<file path="config.mk">
export PLATFORM = sky130hd
export DESIGN_NAME = router_reg_flat
export DESIGN_NICKNAME = d
export VERILOG_FILES = /design/src/rtl/router_pkg.sv /design/src/rtl/router_reg_if.sv /design/src/rtl/router_parity_acc.sv /design/src/rtl/router_reg.sv /design/src/flat_wrapper.sv
export SDC_FILE = /design/constraint.sdc
export NUM_CORES = 1
export LEC_CHECK = 0
export ABC_CLOCK_PERIOD_IN_PS = 1600
export CAP_MARGIN = 10
export CORE_MARGIN = 2
export CORE_UTILIZATION = 53
export DETAILED_ROUTE_END_ITERATION = 6
export PLACE_DENSITY_LB_ADDON = 0.05
export REMOVE_ABC_BUFFERS = 1
export SYNTH_ARGS = -nofsm -noshare
export SYNTH_HDL_FRONTEND = slang
export SYNTH_SLANG_ARGS = --single-unit
</file>
<file path="constraint.sdc">
create_clock -name clock -period 1.6 [get_ports clock]
set_input_delay 0.32 -clock clock [delete_from_list [all_inputs] [get_ports clock]]
set_output_delay 0.32 -clock clock [all_outputs]
set_load 0.01 [all_outputs]
</file>
<file path="src/rtl/router_pkg.sv">
// Shared constants and helpers for the router datapath: byte width, the
// invalid destination code and the header field layout.
package router_pkg;

  localparam int         ROUTER_WIDTH = 8;
  localparam logic [1:0] ADDR_INVALID = 2'b11;

  localparam int HDR_DEST_LSB = 0;
  localparam int HDR_DEST_MSB = 1;
  localparam int HDR_LEN_LSB  = 2;
  localparam int HDR_LEN_MSB  = 7;

  function automatic logic addr_valid(input logic [HDR_DEST_MSB:HDR_DEST_LSB] dest);
    return (dest != ADDR_INVALID);
  endfunction

  function automatic logic [HDR_LEN_MSB-HDR_LEN_LSB:0] hdr_len(input logic [ROUTER_WIDTH-1:0] hdr);
    return hdr[HDR_LEN_MSB:HDR_LEN_LSB];
  endfunction

endpackage

</file>
<file path="src/rtl/router_reg_if.sv">
// Bundle between the router control FSM / source side (master) and the
// datapath register stage (slave).
interface router_reg_if
  import router_pkg::*;
#(
  parameter int WIDTH = ROUTER_WIDTH
) ();

  logic             pkt_valid;
  logic [WIDTH-1:0] data_in;
  logic             fifo_full;
  logic             detect_add;
  logic             lfd_state;
  logic             ld_state;
  logic             full_state;
  logic             laf_state;
  logic             rst_int_reg;
  logic [WIDTH-1:0] dout;
  logic             parity_done;
  logic             low_pkt_valid;
  logic             err;

  modport master (
    output pkt_valid, data_in, fifo_full, detect_add, lfd_state,
           ld_state, full_state, laf_state, rst_int_reg,
    input  dout, parity_done, low_pkt_valid, err
  );

  modport slave (
    input  pkt_valid, data_in, fifo_full, detect_add, lfd_state,
           ld_state, full_state, laf_state, rst_int_reg,
    output dout, parity_done, low_pkt_valid, err
  );

endinterface

</file>
<file path="src/rtl/router_parity_acc.sv">
// Running XOR accumulator for packet bytes plus the captured parity byte;
// mismatch_o compares the two.
module router_parity_acc
  import router_pkg::*;
#(
  parameter int WIDTH = ROUTER_WIDTH
) (
  input  logic             clock,
  input  logic             resetn,
  input  logic             clr_i,
  input  logic             en_i,
  input  logic [WIDTH-1:0] din_i,
  input  logic             cap_i,
  input  logic [WIDTH-1:0] cap_din_i,
  output logic             mismatch_o
);

  function automatic logic [WIDTH-1:0] par_fold(input logic [WIDTH-1:0] acc,
                                                input logic [WIDTH-1:0] b);
    return acc ^ b;
  endfunction

  logic [WIDTH-1:0] int_par_q, int_par_d;
  logic [WIDTH-1:0] pkt_par_q, pkt_par_d;

  // Next-state for the accumulator (clear beats enable) and the parity capture.
  always_comb begin
    int_par_d = int_par_q;
    pkt_par_d = pkt_par_q;
    if (clr_i) begin
      int_par_d = {WIDTH{1'b0}};
    end else if (en_i) begin
      int_par_d = par_fold(int_par_q, din_i);
    end else begin
      int_par_d = int_par_q;
    end
    if (cap_i) begin
      pkt_par_d = cap_din_i;
    end else begin
      pkt_par_d = pkt_par_q;
    end
  end

  // Parity state registers with synchronous active-low reset.
  always_ff @(posedge clock) begin
    if (!resetn) begin
      int_par_q <= {WIDTH{1'b0}};
      pkt_par_q <= {WIDTH{1'b0}};
    end else begin
      int_par_q <= int_par_d;
      pkt_par_q <= pkt_par_d;
    end
  end

  assign mismatch_o = (int_par_q != pkt_par_q);

endmodule

</file>
<file path="src/rtl/router_reg.sv">
// Router datapath register stage: latches the header, steers payload to the
// FIFO write port (parking one byte while full) and tracks packet parity.
module router_reg
  import router_pkg::*;
#(
  parameter int WIDTH = ROUTER_WIDTH
) (
  input  logic         clock,
  input  logic         resetn,
  router_reg_if.slave  bus
);

  logic [WIDTH-1:0] hdr_q, hdr_d;
  logic [WIDTH-1:0] hold_q, hold_d;
  logic [WIDTH-1:0] dout_q, dout_d;
  logic             parity_done_q, parity_done_d;
  logic             low_pkt_valid_q, low_pkt_valid_d;
  logic             err_q, err_d;

  logic             par_en_s;
  logic             par_cap_s;
  logic             par_mismatch_s;
  logic [WIDTH-1:0] par_din_s;

  // The header is folded in during Load_First_Data; held bytes were already
  // counted when they arrived, so Load_After_Full adds nothing.
  assign par_en_s  = bus.lfd_state || (bus.ld_state && bus.pkt_valid && !bus.full_state);
  assign par_din_s = bus.lfd_state ? hdr_q : bus.data_in;
  assign par_cap_s = bus.ld_state && !bus.pkt_valid && !low_pkt_valid_q;

  router_parity_acc #(
    .WIDTH (WIDTH)
  ) u_parity_acc (
    .clock      (clock),
    .resetn     (resetn),
    .clr_i      (bus.detect_add),
    .en_i       (par_en_s),
    .din_i      (par_din_s),
    .cap_i      (par_cap_s),
    .cap_din_i  (bus.data_in),
    .mismatch_o (par_mismatch_s)
  );

  // Next-state for header, steering registers and status flags.
  always_comb begin
    hdr_d           = hdr_q;
    hold_d          = hold_q;
    dout_d          = dout_q;
    parity_done_d   = parity_done_q;
    low_pkt_valid_d = low_pkt_valid_q;
    err_d           = err_q;

    if (bus.detect_add && bus.pkt_valid &&
        addr_valid(bus.data_in[HDR_DEST_MSB:HDR_DEST_LSB])) begin
      hdr_d = bus.data_in;
    end else begin
      hdr_d = hdr_q;
    end

    if (bus.lfd_state) begin
      dout_d = hdr_q;
    end else if (bus.ld_state && !bus.fifo_full) begin
      dout_d = bus.data_in;
    end else if (bus.ld_state) begin
      hold_d = bus.data_in;
    end else if (bus.laf_state) begin
      dout_d = hold_q;
    end else begin
      dout_d = dout_q;
    end

    if (bus.rst_int_reg) begin
      low_pkt_valid_d = 1'b0;
    end else if (bus.ld_state && !bus.pkt_valid) begin
      low_pkt_valid_d = 1'b1;
    end else begin
      low_pkt_valid_d = low_pkt_valid_q;
    end

    // A parity byte parked in hold completes only when Load_After_Full re-emits it.
    if (bus.detect_add) begin
      parity_done_d = 1'b0;
    end else if ((bus.ld_state && !bus.fifo_full && !bus.pkt_valid && !low_pkt_valid_q) ||
                 (bus.laf_state && low_pkt_valid_q && !parity_done_q)) begin
      parity_done_d = 1'b1;
    end else begin
      parity_done_d = parity_done_q;
    end

    if (bus.rst_int_reg && parity_done_q) begin
      err_d = par_mismatch_s;
    end else if (bus.detect_add && bus.pkt_valid) begin
      err_d = 1'b0;
    end else begin
      err_d = err_q;
    end
  end

  // Datapath registers with synchronous active-low reset.
  always_ff @(posedge clock) begin
    if (!resetn) begin
      hdr_q           <= {WIDTH{1'b0}};
      hold_q          <= {WIDTH{1'b0}};
      dout_q          <= {WIDTH{1'b0}};
      parity_done_q   <= 1'b0;
      low_pkt_valid_q <= 1'b0;
      err_q           <= 1'b0;
    end else begin
      hdr_q           <= hdr_d;
      hold_q          <= hold_d;
      dout_q          <= dout_d;
      parity_done_q   <= parity_done_d;
      low_pkt_valid_q <= low_pkt_valid_d;
      err_q           <= err_d;
    end
  end

  assign bus.dout          = dout_q;
  assign bus.parity_done   = parity_done_q;
  assign bus.low_pkt_valid = low_pkt_valid_q;
  assign bus.err           = err_q;

endmodule
</file>
<file path="src/flat_wrapper.sv">
// flat-port wrapper written by rule: the top's interface ports become plain ports
module router_reg_flat import router_pkg::*;
#(
  parameter int WIDTH = ROUTER_WIDTH
)
  (clock, resetn, bus_pkt_valid, bus_data_in, bus_fifo_full, bus_detect_add, bus_lfd_state, bus_ld_state, bus_full_state, bus_laf_state, bus_rst_int_reg, bus_dout, bus_parity_done, bus_low_pkt_valid, bus_err);
  router_reg_if #(.WIDTH(WIDTH)) bus_i ();
  input  logic clock;
  input  logic resetn;
  input wire logic [$bits(bus_i.pkt_valid)-1:0] bus_pkt_valid;
  input wire logic [$bits(bus_i.data_in)-1:0] bus_data_in;
  input wire logic [$bits(bus_i.fifo_full)-1:0] bus_fifo_full;
  input wire logic [$bits(bus_i.detect_add)-1:0] bus_detect_add;
  input wire logic [$bits(bus_i.lfd_state)-1:0] bus_lfd_state;
  input wire logic [$bits(bus_i.ld_state)-1:0] bus_ld_state;
  input wire logic [$bits(bus_i.full_state)-1:0] bus_full_state;
  input wire logic [$bits(bus_i.laf_state)-1:0] bus_laf_state;
  input wire logic [$bits(bus_i.rst_int_reg)-1:0] bus_rst_int_reg;
  output wire logic [$bits(bus_i.dout)-1:0] bus_dout;
  output wire logic [$bits(bus_i.parity_done)-1:0] bus_parity_done;
  output wire logic [$bits(bus_i.low_pkt_valid)-1:0] bus_low_pkt_valid;
  output wire logic [$bits(bus_i.err)-1:0] bus_err;
  assign bus_i.pkt_valid = bus_pkt_valid;
  assign bus_i.data_in = bus_data_in;
  assign bus_i.fifo_full = bus_fifo_full;
  assign bus_i.detect_add = bus_detect_add;
  assign bus_i.lfd_state = bus_lfd_state;
  assign bus_i.ld_state = bus_ld_state;
  assign bus_i.full_state = bus_full_state;
  assign bus_i.laf_state = bus_laf_state;
  assign bus_i.rst_int_reg = bus_rst_int_reg;
  assign bus_dout = bus_i.dout;
  assign bus_parity_done = bus_i.parity_done;
  assign bus_low_pkt_valid = bus_i.low_pkt_valid;
  assign bus_err = bus_i.err;
  router_reg #(.WIDTH(WIDTH)) u_core (.clock(clock), .resetn(resetn), .bus(bus_i));
endmodule
</file>
==> load_flow_metrics.sql <==
INSERT INTO impl_metrics (metric_group, metric, value, unit) VALUES
('critical_path', 'cpLargestDelayFamily', 'buffers and inverters', ''),
('critical_path', 'timing.critical_path.slowest_stage_cell', 'sky130_fd_sc_hd__clkdlybuf4s50_1', ''),
('die', 'fp.coreArea', '3610', 'um2'),
('critical_path', 'worst_ep_required_time', '1.28', 'ns'),
('power_and_ir_drop', 'power.share.switching', '0.236', ''),
('clock_tree', 'clock_tree.root_cell', 'sky130_fd_sc_hd__clkbuf_8', ''),
('grt', 'grt_use_total', '0.223', ''),
('placement', 'placer_s_final_routability_congestion_estimate', '0.772', ''),
('critical_path', 'crit_path_max_incr_delay', '0.55', 'ns'),
('routing', 'route.met3.wl', '183', 'um'),
('final_layout', 'syn2layout_area_growth', '28.4', '%'),
('routing', 'drt_drc_violations_left', '0', ''),
('routing', 'drt-initial-drc-count', '59', ''),
('final_layout', 'layout.core_utilization', '0.694', ''),
('routing', 'route.detailed.vias_per_inst', '5.30', ''),
('timing', 'rsz_0062_raised_after_global_routing', 'false', ''),
('routing', 'met2_length', '2060', 'um'),
('die', 'pin_count', '29', ''),
('power_and_ir_drop', 'static-leakage-power', '1.04', 'nW'),
('clock_tree', 'cts-resized-gates', '0', ''),
('yosys', 'post-synth-top-area-fraction', '0.442', ''),
('yosys', 'synthCells', '187', ''),
('yosys', 'yosys-top-cells-area', 'sky130_fd_sc_hd__dfxtp_1, sky130_fd_sc_hd__mux2i_1, sky130_fd_sc_hd__nor2b_1', ''),
('grt', 'grt_remaining_overflow', '0', ''),
('routing', 'routed_wirelength', '4200', 'um'),
('clock_tree', 'tritoncts_clock_tree', 'built', ''),
('routing', 'route.vias.total', '1484', ''),
('die', 'design.die.area', '4180', 'um2'),
('yosys', 'syn-cell-area', '1950', 'um2'),
('clock_tree', 'post-cts-setup-buffers', '0', ''),
('grt', 'grt_pass1_vias', '1523', ''),
('critical_path', 'crit_arrival', '1.22', 'ns'),
('worst_hold_path', 'min_to', 'u_core.bus.dout[4]', ''),
('timing', 'final.min_clock_period', '1.54', 'ns'),
('timing', 'highest_clock_frequency_the_design_can_meet', '648', 'MHz'),
('routing', 'route.detailed.wl_per_inst', '15.0', 'um'),
('critical_path', 'reg2reg_setup_slack', '0.46', 'ns'),
('critical_path', 'crit_path_cell_trace', 'clkdlybuf4s50_1', ''),
('timing', 'tightestPinTransition', '0.370', 'ns'),
('critical_path', 'worstRegToRegCells', '4', ''),
('yosys', 'proportion_of_synthesized_chip_area_in_sequential_cells', '0.442', ''),
('timing', 'postLayoutSetupSlackWorst', '0.0556', 'ns'),
('routing', 'final_antenna_net_count', '0', ''),
('clock_tree', 'number_of_buffers_inserted_for_hold_repair_after_clock_tree_synthesis', '0', ''),
('clock_tree', 'cts_inserted_buffers', '5', ''),
('critical_path', 'critical_path.reg2reg.startpoint', 'u_core.bus.low_pkt_valid', ''),
('status', 'outcome', 'finished clean', ''),
('timing', 'worst_hold_slack', '0.458', 'ns'),
('final_layout', 'drive_gt1_frac', '0.177', ''),
('critical_path', 'start_kind', 'register', ''),
('power_and_ir_drop', 'power.share.sequential', '0.515', ''),
('yosys', 'synth.distinct_cells', '32', ''),
('yosys', 'postSynth.topFlopCell', 'sky130_fd_sc_hd__dfxtp_1', ''),
('critical_path', 'crit_path_end_kind', 'output pin', ''),
('yosys', 'synth-edff-count', '0', ''),
('yosys', 'yosys.area.top_type', 'sky130_fd_sc_hd__dfxtp_1', ''),
('yosys', 'yosys_register_bits', '43', ''),
('power_and_ir_drop', 'combPwrFrac', '0.148', ''),
('routing', 'maxUsedRoutingLayer', 'met4', ''),
('critical_path', 'path_buf_inv', '1', ''),
('grt', 'grt_pass1_wl', '7030', 'um'),
('placement', 'dp_hpwl', '3160', 'um'),
('clock_tree', 'cts_sinks', '43', ''),
('clock_tree', 'ctsHtreeMaxLevel', '2', ''),
('power_and_ir_drop', 'pwr-share-clk', '0.337', ''),
('die', 'floorplan.initialDensity', '0.541', ''),
('worst_hold_path', 'worst_hold_path.num_cells', '2', ''),
('final_layout', 'nFillCells', '290', ''),
('timing', 'timing.final.crit_share', '0.965', ''),
('clock_tree', 'clockBufferDepth', '2', ''),
('grt', 'grt_max_degree', '13', '');
kinds of logic after synthesis:
logic type | Yosys count | share of synthesized area
buf+inv | 13 | 0.0353
simple gates | 53 | 0.162
xor+xnor | 16 | 0.0719
mux | 38 | 0.200
flops | 43 | 0.442
compound gates | 24 | 0.0892
power groups by stage:
stage	registers (mW)	clock network (mW)	logic (mW)
2_1_floorplan	1.16	0	0.150
3_3_place_gp	1.16	0	0.320
3_5_place_dp	1.16	0	0.328
4_1_cts	1.14	0.770	0.330
5_1_grt	1.14	0.813	0.354
6_report	1.14	0.746	0.327
worst max path at each step:
stage / start / slack (ns) / to
after floorplan: u_core.bus.low_pkt_valid / -0.17 / u_core.u_parity_acc.pkt_par_q[0]
after detailed placement: bus_ld_state / -0.25 / u_core.bus.dout[3]
after CTS: u_core.bus.low_pkt_valid / 0.04 / bus_low_pkt_valid
final: u_core.bus.low_pkt_valid / 0.06 / bus_low_pkt_valid
after global placement: bus_ld_state / -0.18 / u_core.bus.dout[2]
after global routing: u_core.bus.low_pkt_valid / 0.003 / bus_low_pkt_valid
routing by layer:
metal,GRT usage,vias to the layer above
met1,0.256,707
met2,0.382,37
li1,-,730
met3,0.0521,10
met5,0,-
met4,0.122,0
cell usage in the layout (no fill, tap or decap), drive strengths merged, types with 5 or more instances in the layout:
| cell type | instances |
|---|---|
| nor2b | 23 |
| mux2i | 30 |
| o21ai | 8 |
| nand2 | 10 |
| xor2 | 11 |
| xnor2 | 5 |
| a22oi | 8 |
| clkbuf | 8 |
| clkdlybuf4s50 | 28 |
| mux2 | 8 |
| buf | 20 |
| dfxtp | 43 |
| nor2 | 11 |
worst register-to-register path: stages (launching register included):
cell                      delay (ns)
sky130_fd_sc_hd__dfxtp_1        0.34
sky130_fd_sc_hd__nor3b_1        0.20
sky130_fd_sc_hd__buf_4          0.23
sky130_fd_sc_hd__mux2i_1        0.21
sky130_fd_sc_hd__nor2b_1        0.06
metrics by stage:
step,power [mW],instances,area (um2),setup TNS [ns]
floorplan,1.31,176,1890,-1.47
detailed placement,1.49,272,2400,-4.62
global placement,1.48,272,2400,-3.81
CTS,2.24,280,2500,0
finish,2.21,280,2500,0
global route,2.31,280,2500,0
flip-flops by register name (all words and copies together), names as in the netlist:
register,cells
u_core.u_parity_acc.int_par_q,8
u_core.hdr_q,8
u_core.bus.parity_done,1
u_core.bus.dout,8
u_core.u_parity_acc.pkt_par_q,8
u_core.hold_q,8
u_core.bus.err,1
u_core.bus.low_pkt_valid,1
final cells by class:
| cell class | count | area (um2) | area share |
|---|---|---|---|
| multi-input cells | 131 | 1020 | 0.407 |
| flip-flops and latches | 43 | 861 | 0.344 |
| repair buffers | 48 | 455 | 0.182 |
| clock buffers | 8 | 100 | 0.0400 |
| well taps | 48 | 60.1 | 0.0240 |
| inverters | 2 | 7.51 | 0.00300 |
cells in the mapped netlist (all sizes together), types with 2 or more instances:
cell	n
xnor2	5
inv	2
dfxtp	43
nor3b	2
clkbuf	3
o21ai	8
mux2i	30
nor2b	23
xor2	11
buf	8
mux2	8
nor2	11
o221a	2
nand2	10
a22oi	8
Power figures use the tool's default switching activity.
